===== config.mk =====
export PLATFORM = sky130hd
export DESIGN_NAME = axi_s_chk_data
export DESIGN_NICKNAME = d
export VERILOG_FILES = /design/src/rtl/axi_s_chk_data_pkg.sv /design/src/rtl/axi_s_chk_data_lfsr16.sv /design/src/rtl/axi_s_chk_data.sv
export SDC_FILE = /design/constraint.sdc
export NUM_CORES = 1
export LEC_CHECK = 0
export BUFFER_PORTS_ARGS = -buffer_cell sky130_fd_sc_hd__buf_4
export CORE_ASPECT_RATIO = 0.6
export CORE_MARGIN = 2
export CORE_UTILIZATION = 45
export DETAILED_ROUTE_END_ITERATION = 6
export GPL_ROUTABILITY_DRIVEN = 0
export PLACE_DENSITY_LB_ADDON = 0.15
export SYNTH_ARGS = -nofsm -noshare
export SYNTH_HDL_FRONTEND = slang
export SYNTH_SLANG_ARGS = --single-unit

===== constraint.sdc =====
create_clock -name i_clk -period 2.55 [get_ports i_clk]
set_input_delay 0.3825 -clock i_clk [delete_from_list [all_inputs] [get_ports i_clk]]
set_output_delay 0.3825 -clock i_clk [all_outputs]
set_load 0.05 [all_outputs]

===== src/rtl/axi_s_chk_data_pkg.sv =====
// Shared types and constants for the AXI-Stream pattern checker.
// Also used by the frame generator for its LFSR seed and taps.
package axi_s_chk_data_pkg;

  localparam int FRAME_CNT_W = 32;
  localparam int ERR_CNT_W   = 16;

  localparam logic [3:0]  KEEP_ALL  = 4'hF;
  localparam logic [15:0] LFSR_SEED = 16'hACE1;
  // Right-shift Fibonacci form of taps 16,14,13,11
  localparam logic [15:0] LFSR_TAPS = 16'h002D;

  typedef enum logic [1:0] {
    S_HUNT,
    S_SYNC,
    S_CHECK
  } state_e;

  function automatic logic [31:0] keep_mask(
    input logic [3:0] k
  );
    return {{8{k[3]}}, {8{k[2]}},
            {8{k[1]}}, {8{k[0]}}};
  endfunction

endpackage


===== src/rtl/axi_s_chk_data_lfsr16.sv =====
// 16-bit Fibonacci LFSR, advances when enabled.
// Shared with the generator for randomised valid.
module lfsr16
  import axi_s_chk_data_pkg::*;
(
  input  logic        i_clk,
  input  logic        i_rst_n,
  input  logic        i_en,
  output logic [15:0] o_state
);

  logic [15:0] state_q;

  always_ff @(posedge i_clk or negedge i_rst_n) begin
    if (!i_rst_n) begin
      state_q <= LFSR_SEED;
    end else if (i_en) begin
      state_q <= {^(state_q & LFSR_TAPS),
                  state_q[15:1]};
    end
  end

  assign o_state = state_q;

endmodule


===== src/rtl/axi_s_chk_data.sv =====
// AXI-Stream incrementing-word checker with frame/error
// counters, lock flag and optional LFSR ready throttling.
module axi_s_chk_data
  import axi_s_chk_data_pkg::*;
#(
  parameter logic [3:0] P_KEEP        = 4'b1111,
  parameter int         P_FRAME_LEN   = 16,
  parameter int         P_LOCK_FRAMES = 4,
  parameter int         P_READY_MODE  = 0
) (
  input  logic                   i_clk,
  input  logic                   i_rst_n,
  input  logic [31:0]            i_axi_s_data,
  input  logic [3:0]             i_axi_s_keep,
  input  logic                   i_axi_s_last,
  input  logic                   i_axi_s_valid,
  output logic                   o_axi_s_ready,
  output logic [FRAME_CNT_W-1:0] o_frame_cnt,
  output logic [ERR_CNT_W-1:0]   o_err_cnt,
  output logic                   o_err_pulse,
  output logic                   o_err_sticky,
  output logic                   o_locked
);

  localparam int IW = $clog2(P_FRAME_LEN);
  localparam int RW = $clog2(P_LOCK_FRAMES + 1);
  localparam logic [IW-1:0] IDX_MAX =
    IW'(P_FRAME_LEN - 1);
  localparam logic [RW-1:0] RUN_MAX =
    RW'(P_LOCK_FRAMES);

  state_e                 state_q, state_d;
  logic [31:0]            exp_q;
  logic [IW-1:0]          idx_q;
  logic                   bad_q;
  logic [RW-1:0]          run_q;
  logic [FRAME_CNT_W-1:0] frame_cnt_q;
  logic [ERR_CNT_W-1:0]   err_cnt_q;
  logic                   pulse_q;
  logic                   sticky_q;
  logic                   locked_q;
  logic                   rdy_en_q;
  logic [15:0]            lfsr;
  logic                   unused_lfsr;

  lfsr16 u_lfsr (
    .i_clk   (i_clk),
    .i_rst_n (i_rst_n),
    .i_en    (1'b1),
    .o_state (lfsr)
  );

  assign unused_lfsr = ^lfsr[15:1];

  assign o_axi_s_ready = rdy_en_q &
    ((P_READY_MODE == 0) | lfsr[0]);

  logic          xfer, active, in_sync, at_max;
  logic [IW-1:0] cur_idx;
  logic [31:0]   mask;
  logic          data_bad, keep_bad, len_bad;
  logic          frame_bad;

  assign xfer    = i_axi_s_valid & o_axi_s_ready;
  assign active  = xfer & (state_q != S_HUNT);
  assign in_sync = (state_q == S_SYNC);
  // The seeding beat is always index 0 of its frame
  assign cur_idx = in_sync ? '0 : idx_q;
  assign at_max  = (cur_idx == IDX_MAX);
  assign mask    = i_axi_s_last ?
    keep_mask(P_KEEP) : '1;
  assign data_bad = !in_sync &&
    |((i_axi_s_data ^ exp_q) & mask);
  assign keep_bad = i_axi_s_keep !=
    (i_axi_s_last ? P_KEEP : KEEP_ALL);
  assign len_bad  = i_axi_s_last ? !at_max : at_max;
  assign frame_bad = bad_q | data_bad |
    keep_bad | len_bad;

  always_comb begin
    state_d = state_q;
    unique case (state_q)
      S_HUNT:  if (xfer && i_axi_s_last)
                 state_d = S_SYNC;
      S_SYNC:  if (xfer) state_d = S_CHECK;
      S_CHECK: state_d = S_CHECK;
      default: state_d = S_HUNT;
    endcase
  end

  always_ff @(posedge i_clk or negedge i_rst_n) begin
    if (!i_rst_n) state_q <= S_HUNT;
    else          state_q <= state_d;
  end

  always_ff @(posedge i_clk or negedge i_rst_n) begin
    if (!i_rst_n) begin
      exp_q       <= '0;
      idx_q       <= '0;
      bad_q       <= 1'b0;
      run_q       <= '0;
      frame_cnt_q <= '0;
      err_cnt_q   <= '0;
      pulse_q     <= 1'b0;
      sticky_q    <= 1'b0;
      locked_q    <= 1'b0;
      rdy_en_q    <= 1'b0;
    end else begin
      rdy_en_q <= 1'b1;
      pulse_q  <= 1'b0;
      if (active) begin
        // Reseed on mismatch so one bad word costs one frame
        exp_q <= (in_sync | data_bad) ?
          i_axi_s_data + 32'd1 : exp_q + 32'd1;
        if (i_axi_s_last) begin
          idx_q       <= '0;
          bad_q       <= 1'b0;
          frame_cnt_q <= frame_cnt_q +
            FRAME_CNT_W'(1);
          if (frame_bad) begin
            if (err_cnt_q != '1)
              err_cnt_q <= err_cnt_q + ERR_CNT_W'(1);
            pulse_q  <= 1'b1;
            sticky_q <= 1'b1;
            run_q    <= '0;
            locked_q <= 1'b0;
          end else begin
            if (run_q != RUN_MAX)
              run_q <= run_q + RW'(1);
            if (run_q >= RUN_MAX - RW'(1))
              locked_q <= 1'b1;
          end
        end else begin
          idx_q <= at_max ? cur_idx : cur_idx + IW'(1);
          bad_q <= frame_bad;
        end
      end
    end
  end

  assign o_frame_cnt  = frame_cnt_q;
  assign o_err_cnt    = err_cnt_q;
  assign o_err_pulse  = pulse_q;
  assign o_err_sticky = sticky_q;
  assign o_locked     = locked_q;

endmodule


Word level (Yosys, flattened, before mapping). Cells that the tools add are included.

Add/subtract/negate cells: 6. Reduce and logical (&&, ||, !) cells: 15. Eq/ne operators: 8. Bitwise operators: 7. Magnitude comparators: 1. Muxes and demuxes: 16.

Operator list (count): adder 32 x 1 -> 32 bit, second input constant (3); two-way mux 32 bit (1); OR reduction 32 bit (1); bitwise XOR 32 bit (1); adder 16 x 1 -> 16 bit, second input constant (1); inequality test 16 bit, second input constant (1); two-way mux 4 bit (3); AND reduction 3 bit (3); two-way mux 1 bit (7); two-way mux 3 bit (2); case mux 2 bit (3 select lines) (1); nonzero test 2 bit (3); adder 4 x 1 -> 4 bit, second input constant (1); equality test 4 bit, second input constant (1); two-way mux 2 bit (2); inequality test 2 bit, second input constant (2); inequality test 4 bit, second input constant (1); bitwise OR 1 bit (4); AND reduction 2 bit (2); AND reduction 4 bit (1); adder 3 x 1 -> 3 bit, second input constant (1); >= comparator 3 x 2 -> 1 bit, second input constant (1); inequality test 3 bit, second input constant (1); bitwise AND 1 bit (2); other kinds (5) (7).

Output and inout port bits: 52. Word-level logic and storage cells: 64. Input port bits: 40. Flip-flop bits (word level): 94.

Depth between registers and ports, before layout.
Depth after elaboration: 9. Depth in mapped cells: 10. Depth with buffers taken out: 9.

Least setup slack after synthesis. Ideal clock, no wire load.

Kind: register to register. Start point: reg frame_cnt_q[4] (netlist: o_frame_cnt[4]). End point: reg frame_cnt_q[29] (netlist: o_frame_cnt[29]). Stages on the path, launching flop included: 7. Clock period less this slack: 2348 ps. Data required time: 2409 ps. Setup time: 141 ps. Buffers on the path: 0. Setup slack: 202 ps. Arrival time: 2207 ps. Path through: dfrtp_1 -> and4_4 -> nand4_4 -> or3_1 -> or3_4 -> nand2b_4 -> xnor2_2.

Longest elaborated chain between the ends: 1.

RTL lines: from (decl) (line axi_s_chk_data.sv:37) `logic [FRAME_CNT_W-1:0] frame_cnt_q;`; from (signal assigned) (line axi_s_chk_data.sv:118) `frame_cnt_q <= frame_cnt_q +`; adder 32 x 1 -> 32 bit (line axi_s_chk_data.sv:118).

No other way between the ends. A chain may end at the register's enable or synchronous reset.

Final worst setup path.
Start point: reg state_q[0]. End point: reg err_cnt_q[1] (netlist: o_err_cnt[1]).

Longest elaborated chain between the ends: 7. Elaborated cells between the ends (all ways): 13. Those cells by class: eq/ne (2); mux (2); bitwise (4); reduce/logical (5).

RTL lines: from (decl) (line axi_s_chk_data.sv:32) `state_e state_q, state_d;`; from (signal assigned) (line axi_s_chk_data.sv:93) `else state_q <= state_d;`; equality test 2 x 1 -> 1 bit (line axi_s_chk_data.sv:66) `assign in_sync = (state_q == S_SYNC);`; two-way mux 4 bit / zero test 1 bit (equally long branches) (line axi_s_chk_data.sv:68, axi_s_chk_data.sv:72); equality test 4 bit / logical AND 1 bit (equally long branches) (line axi_s_chk_data.sv:69, axi_s_chk_data.sv:72); zero test 1 bit / bitwise OR 1 bit (equally long branches) (line axi_s_chk_data.sv:76, axi_s_chk_data.sv:77); two-way mux 1 bit / bitwise OR 1 bit (equally long branches) (line axi_s_chk_data.sv:76, axi_s_chk_data.sv:77); bitwise OR 1 bit (line axi_s_chk_data.sv:78) `keep_bad | len_bad;`; AND reduction 4 bit (no source line) *; to (signal assigned) (line axi_s_chk_data.sv:122) `err_cnt_q <= err_cnt_q + ERR_CNT_W'(1);`; to (decl) (line axi_s_chk_data.sv:38) `logic [ERR_CNT_W-1:0] err_cnt_q;`.

Every way passes the cells marked *; elsewhere a longest branch is shown, timed or not.

==> results.txt <==
The run finished with clean final reports. Timing analysis after detailed placement gives a worst setup slack of approximately 82 ps. The time the worst path needs with I/O delays and setup came out at 2341 ps. Derived from the worst setup path, the maximum achievable clock frequency is 427.1 MHz. The count of different cell masters after synthesis is 54. At the end of the flow, the number of nets in the layout was 670.

The count of routing violations after the opening detailed-route iteration is roughly 250. The largest single stage delay on the critical path is between 300 and 400 ps. The estimated wirelength of the detail-placed design came out at 8510 microns. Dividing the final minimum period by the clock period gives between 90% and 100%. In this run the remaining antenna-violating nets after routing total 0.

Entering global routing, the biggest net connects 54 pins. The H-tree was split into 3 levels. Counting flops with a built-in enable in the synthesized netlist gives 0. The clock network fraction of total power is about 30%. The count of synthesis-stage warnings from yosys is 0. The clock net sink count is 94. The library cell with the largest summed area after synthesis is dfrtp_1. After synthesis, the cell types taking the most area are dfrtp_1, xnor2_1, xor2_1.

Cell internal power was estimated by the tool at between 3 and 4 mW. Leaving out fill and tap cells, the most frequent cells in the layout are buf_4, dfrtp_1, nand2_1. In the final routed layout, each cell accounts on average for about 15 microns. The final non-filler cell area is 6381 sq um. The max-cap violation count came out at 0. The number of antenna violations at the first check in global routing is 0. The worst clock skew came out at roughly 8.4 ps. The power density over cell area is 770.4 nW/um^2. The number of buffers between clock root and the deepest sink is 2. The total overflow left after global routing is 0. For the worst setup path, the data required time is 2780 ps. In this run the cell area measured after placement is between 6000 and 7000 sq um. Counting every instance in the synthesized netlist gives ~530. For this run, the leading register cell type out of synthesis is dfrtp_1. The final core utilization came out at between 50% and 60%.

The share of Yosys cell area claimed by the top area cell type is 45.54%. Across the VDD grid, the largest voltage drop is 463.2 uV. The slew of the pin with the lowest slew margin came out at between 700 and 800 ps. The register bit total from synthesis came out at 94.

TritonCTS built the clock tree. The final routed DRC violation total is 0. The net load switching power is around 1.7 mW.

The total wire length after detailed routing came out at between 10000 and 15000 microns. The worst setup path is captured at a register. The port buffer count is between 90 and 100. The setup path with the least slack is of type reg -> reg.

The fraction of final layout cells with drive strength greater than 1 is 23.16%. The number of failing hold endpoints at the final stage is 0. The final cell count without fillers came out at 770. Walking the worst path, the cells encountered are ha_1 > nor2b_1 > ha_2 > nand4b_1 > xnor2_1 > nor3_2 > buf_12 > a21oi_2 > mux2_2.

The sum of negative setup slack is 0 ps. Setup repair after global routing left no endpoint under its margin. Relative to the synthesized area, the layout overhead comes to 23.55%. The number of buffer and inverter instances along the worst setup path is 1.

Of all nets on the critical path, the largest fanout is 20. The most common cell after layout, fill and taps aside is buf_4. The number of buffers created by CTS came out at 9. The number of cells after detailed placement came out at ~750.

Measured against its own limit, the worst slew margin works out to a little over half. Once routing completed, OpenROAD measured the worst setup slack at roughly 210 ps. The static leakage power came out at 2.938 nW. The proportion of synthesized chip area in sequential cells came out at between 40% and 50%. The min-delay analysis places its worst path in the category in -> async. The number of global-route vias before repair is approximately 3.8k.

The clock-pin slew on the worst setup and hold paths came out at ~70 ps. The all-layer global routing usage is around a fifth. The sequential power share is a little over two fifths.

The number of inserted diodes is 0. Dividing the synthesized area by the synthesized cell count gives slightly below 10 sq um. The kind of cell with the highest combined delay along the critical path is adder cells. When the netlist entered floorplanning its net count stood at around 580. The core area is ~11000 sq um.

The share of total power in combinational logic came out at 28.0%. Setup violations remaining at the end of the flow were counted as 0. Detailed routing inserted a total of roughly 4.0k vias.

The first global-routing pass estimated around 19000 microns of wire. On the critical path, the stage with the largest delay is an instance of dfrtp_1. The I/O pin count came out at slightly above 90.

The die span in y is roughly 87 microns. Measured along the x axis, the die boundary spans 142.3 microns. STA puts the critical path data arrival time at ~2600 ps.

The detailed-routing iteration count for the pre-antenna-repair pass is 5. Dividing the detail-routed via count by the number of cells gives 5.168. The worst-skew pair later-pin latency came out at 340 ps. The row count is 30. In this run switching power makes up between 30% and 40% of total power. The post-synth design cell area came out at roughly 5200 sq um. The final number of max-transition violations is 0. STA classifies the critical path startpoint as a register. The area of the die is about 12000 sq um. For this configuration, the core starts out at a cell density of a little under half.

In the synthesized netlist the async set-or-reset flop fraction comes to 100.0%. The tree is rooted in a clkbuf_16.
final cells by class:
type	instances	area (sq um)
repair buffers	100	788.3
inverters	21	78.83
clock inverters	6	83.83
multi-input cells	395	2669
clock buffers	10	229.0
well taps	144	180.2
flip-flops and latches	94	2352
fillers	988	4880
registers in the layout, summed over array words and instances, names as in the netlist:
signal,cells
o_frame_cnt,32
o_err_sticky,1
o_err_pulse,1
run_q,3
state_q,2
bad_q,1
idx_q,4
exp_q,32
o_axi_s_ready,1
o_err_cnt,16
o_locked,1
cells by family after synthesis:
kind of cell | share of synthesized area, %
buffers and inverters | 3.052
AND/OR/NAND/NOR | 21.12
AO/OA/AOI/OAI | 9.375
other | 0.07260
XOR/XNOR | 18.44
flip-flops | 45.54
multiplexers | 0.2180
adder cells (fa/ha/maj) | 2.180
power groups by stage:
stage          clock [mW]  combinational, mW  sequential (mW)
2_1_floorplan           0              0.675             2.33
3_3_place_gp            0               1.32             2.11
3_5_place_dp            0               1.36             2.13
4_1_cts              1.47               1.37             2.11
5_1_grt              1.52               1.53             2.15
6_report             1.43               1.37             2.11
synth_stat cells, types with 2 or more instances:
cell type	n
a2111oi_4	2
a211oi_1	11
a21oi_1	9
a31oi_1	4
and3_1	12
and4_1	6
buf_2	5
clkbuf_1	11
dfrtp_1	94
ha_1	9
inv_1	21
nand2_1	72
nand2b_4	2
nand3_1	25
nand3b_1	2
nand4_1	16
nor2_1	34
nor2_2	2
nor2b_1	2
nor3_1	5
nor4_1	5
o21ai_0	33
o21ai_1	2
o21ai_2	4
or2_2	3
or3_1	4
or3_4	2
xnor2_1	61
xnor2_2	2
xor2_1	44
layer usage:
metal	vias to the layer above	wire length, microns	GRT usage (%)
met5	-	0	0
met4	0	112	5.401
met3	11	617	3.958
met2	106	4799	28.90
met1	1877	6043	29.67
li1	1985	-	-
path summary, 6_finish.rpt:
path,slack (ps),to,from,cells past startpoint
worst max-delay path,210,o_err_cnt[1],state_q[0],9
worst min-delay path,30,exp_q[8],i_rst_n,1
worst max register to register,210,o_err_cnt[1],state_q[0],9
worst min register to register,480,o_err_sticky,o_err_sticky,1
max in group asynchronous,1830,o_frame_cnt[4],i_rst_n,2
min in group i_clk,310,exp_q[0],i_axi_s_data[0],2
per-stage QoR:
step / hold slack (ps) / power [mW]
finish: 29.23 / 4.916
global route: 71.75 / 5.209
CTS: 47.72 / 4.939
detailed placement: 414.7 / 3.495
global placement: 411.6 / 3.430
floorplan: 86.91 / 3.009
timing repair:
item / CTS / global route
buffers inserted: 0 / 1
gates resized for setup: 0 / 3
hold buffers: 0 / 0
endpoints found under the setup margin: 0 / 5
Note: power is estimated with default switching activity, not from simulation.
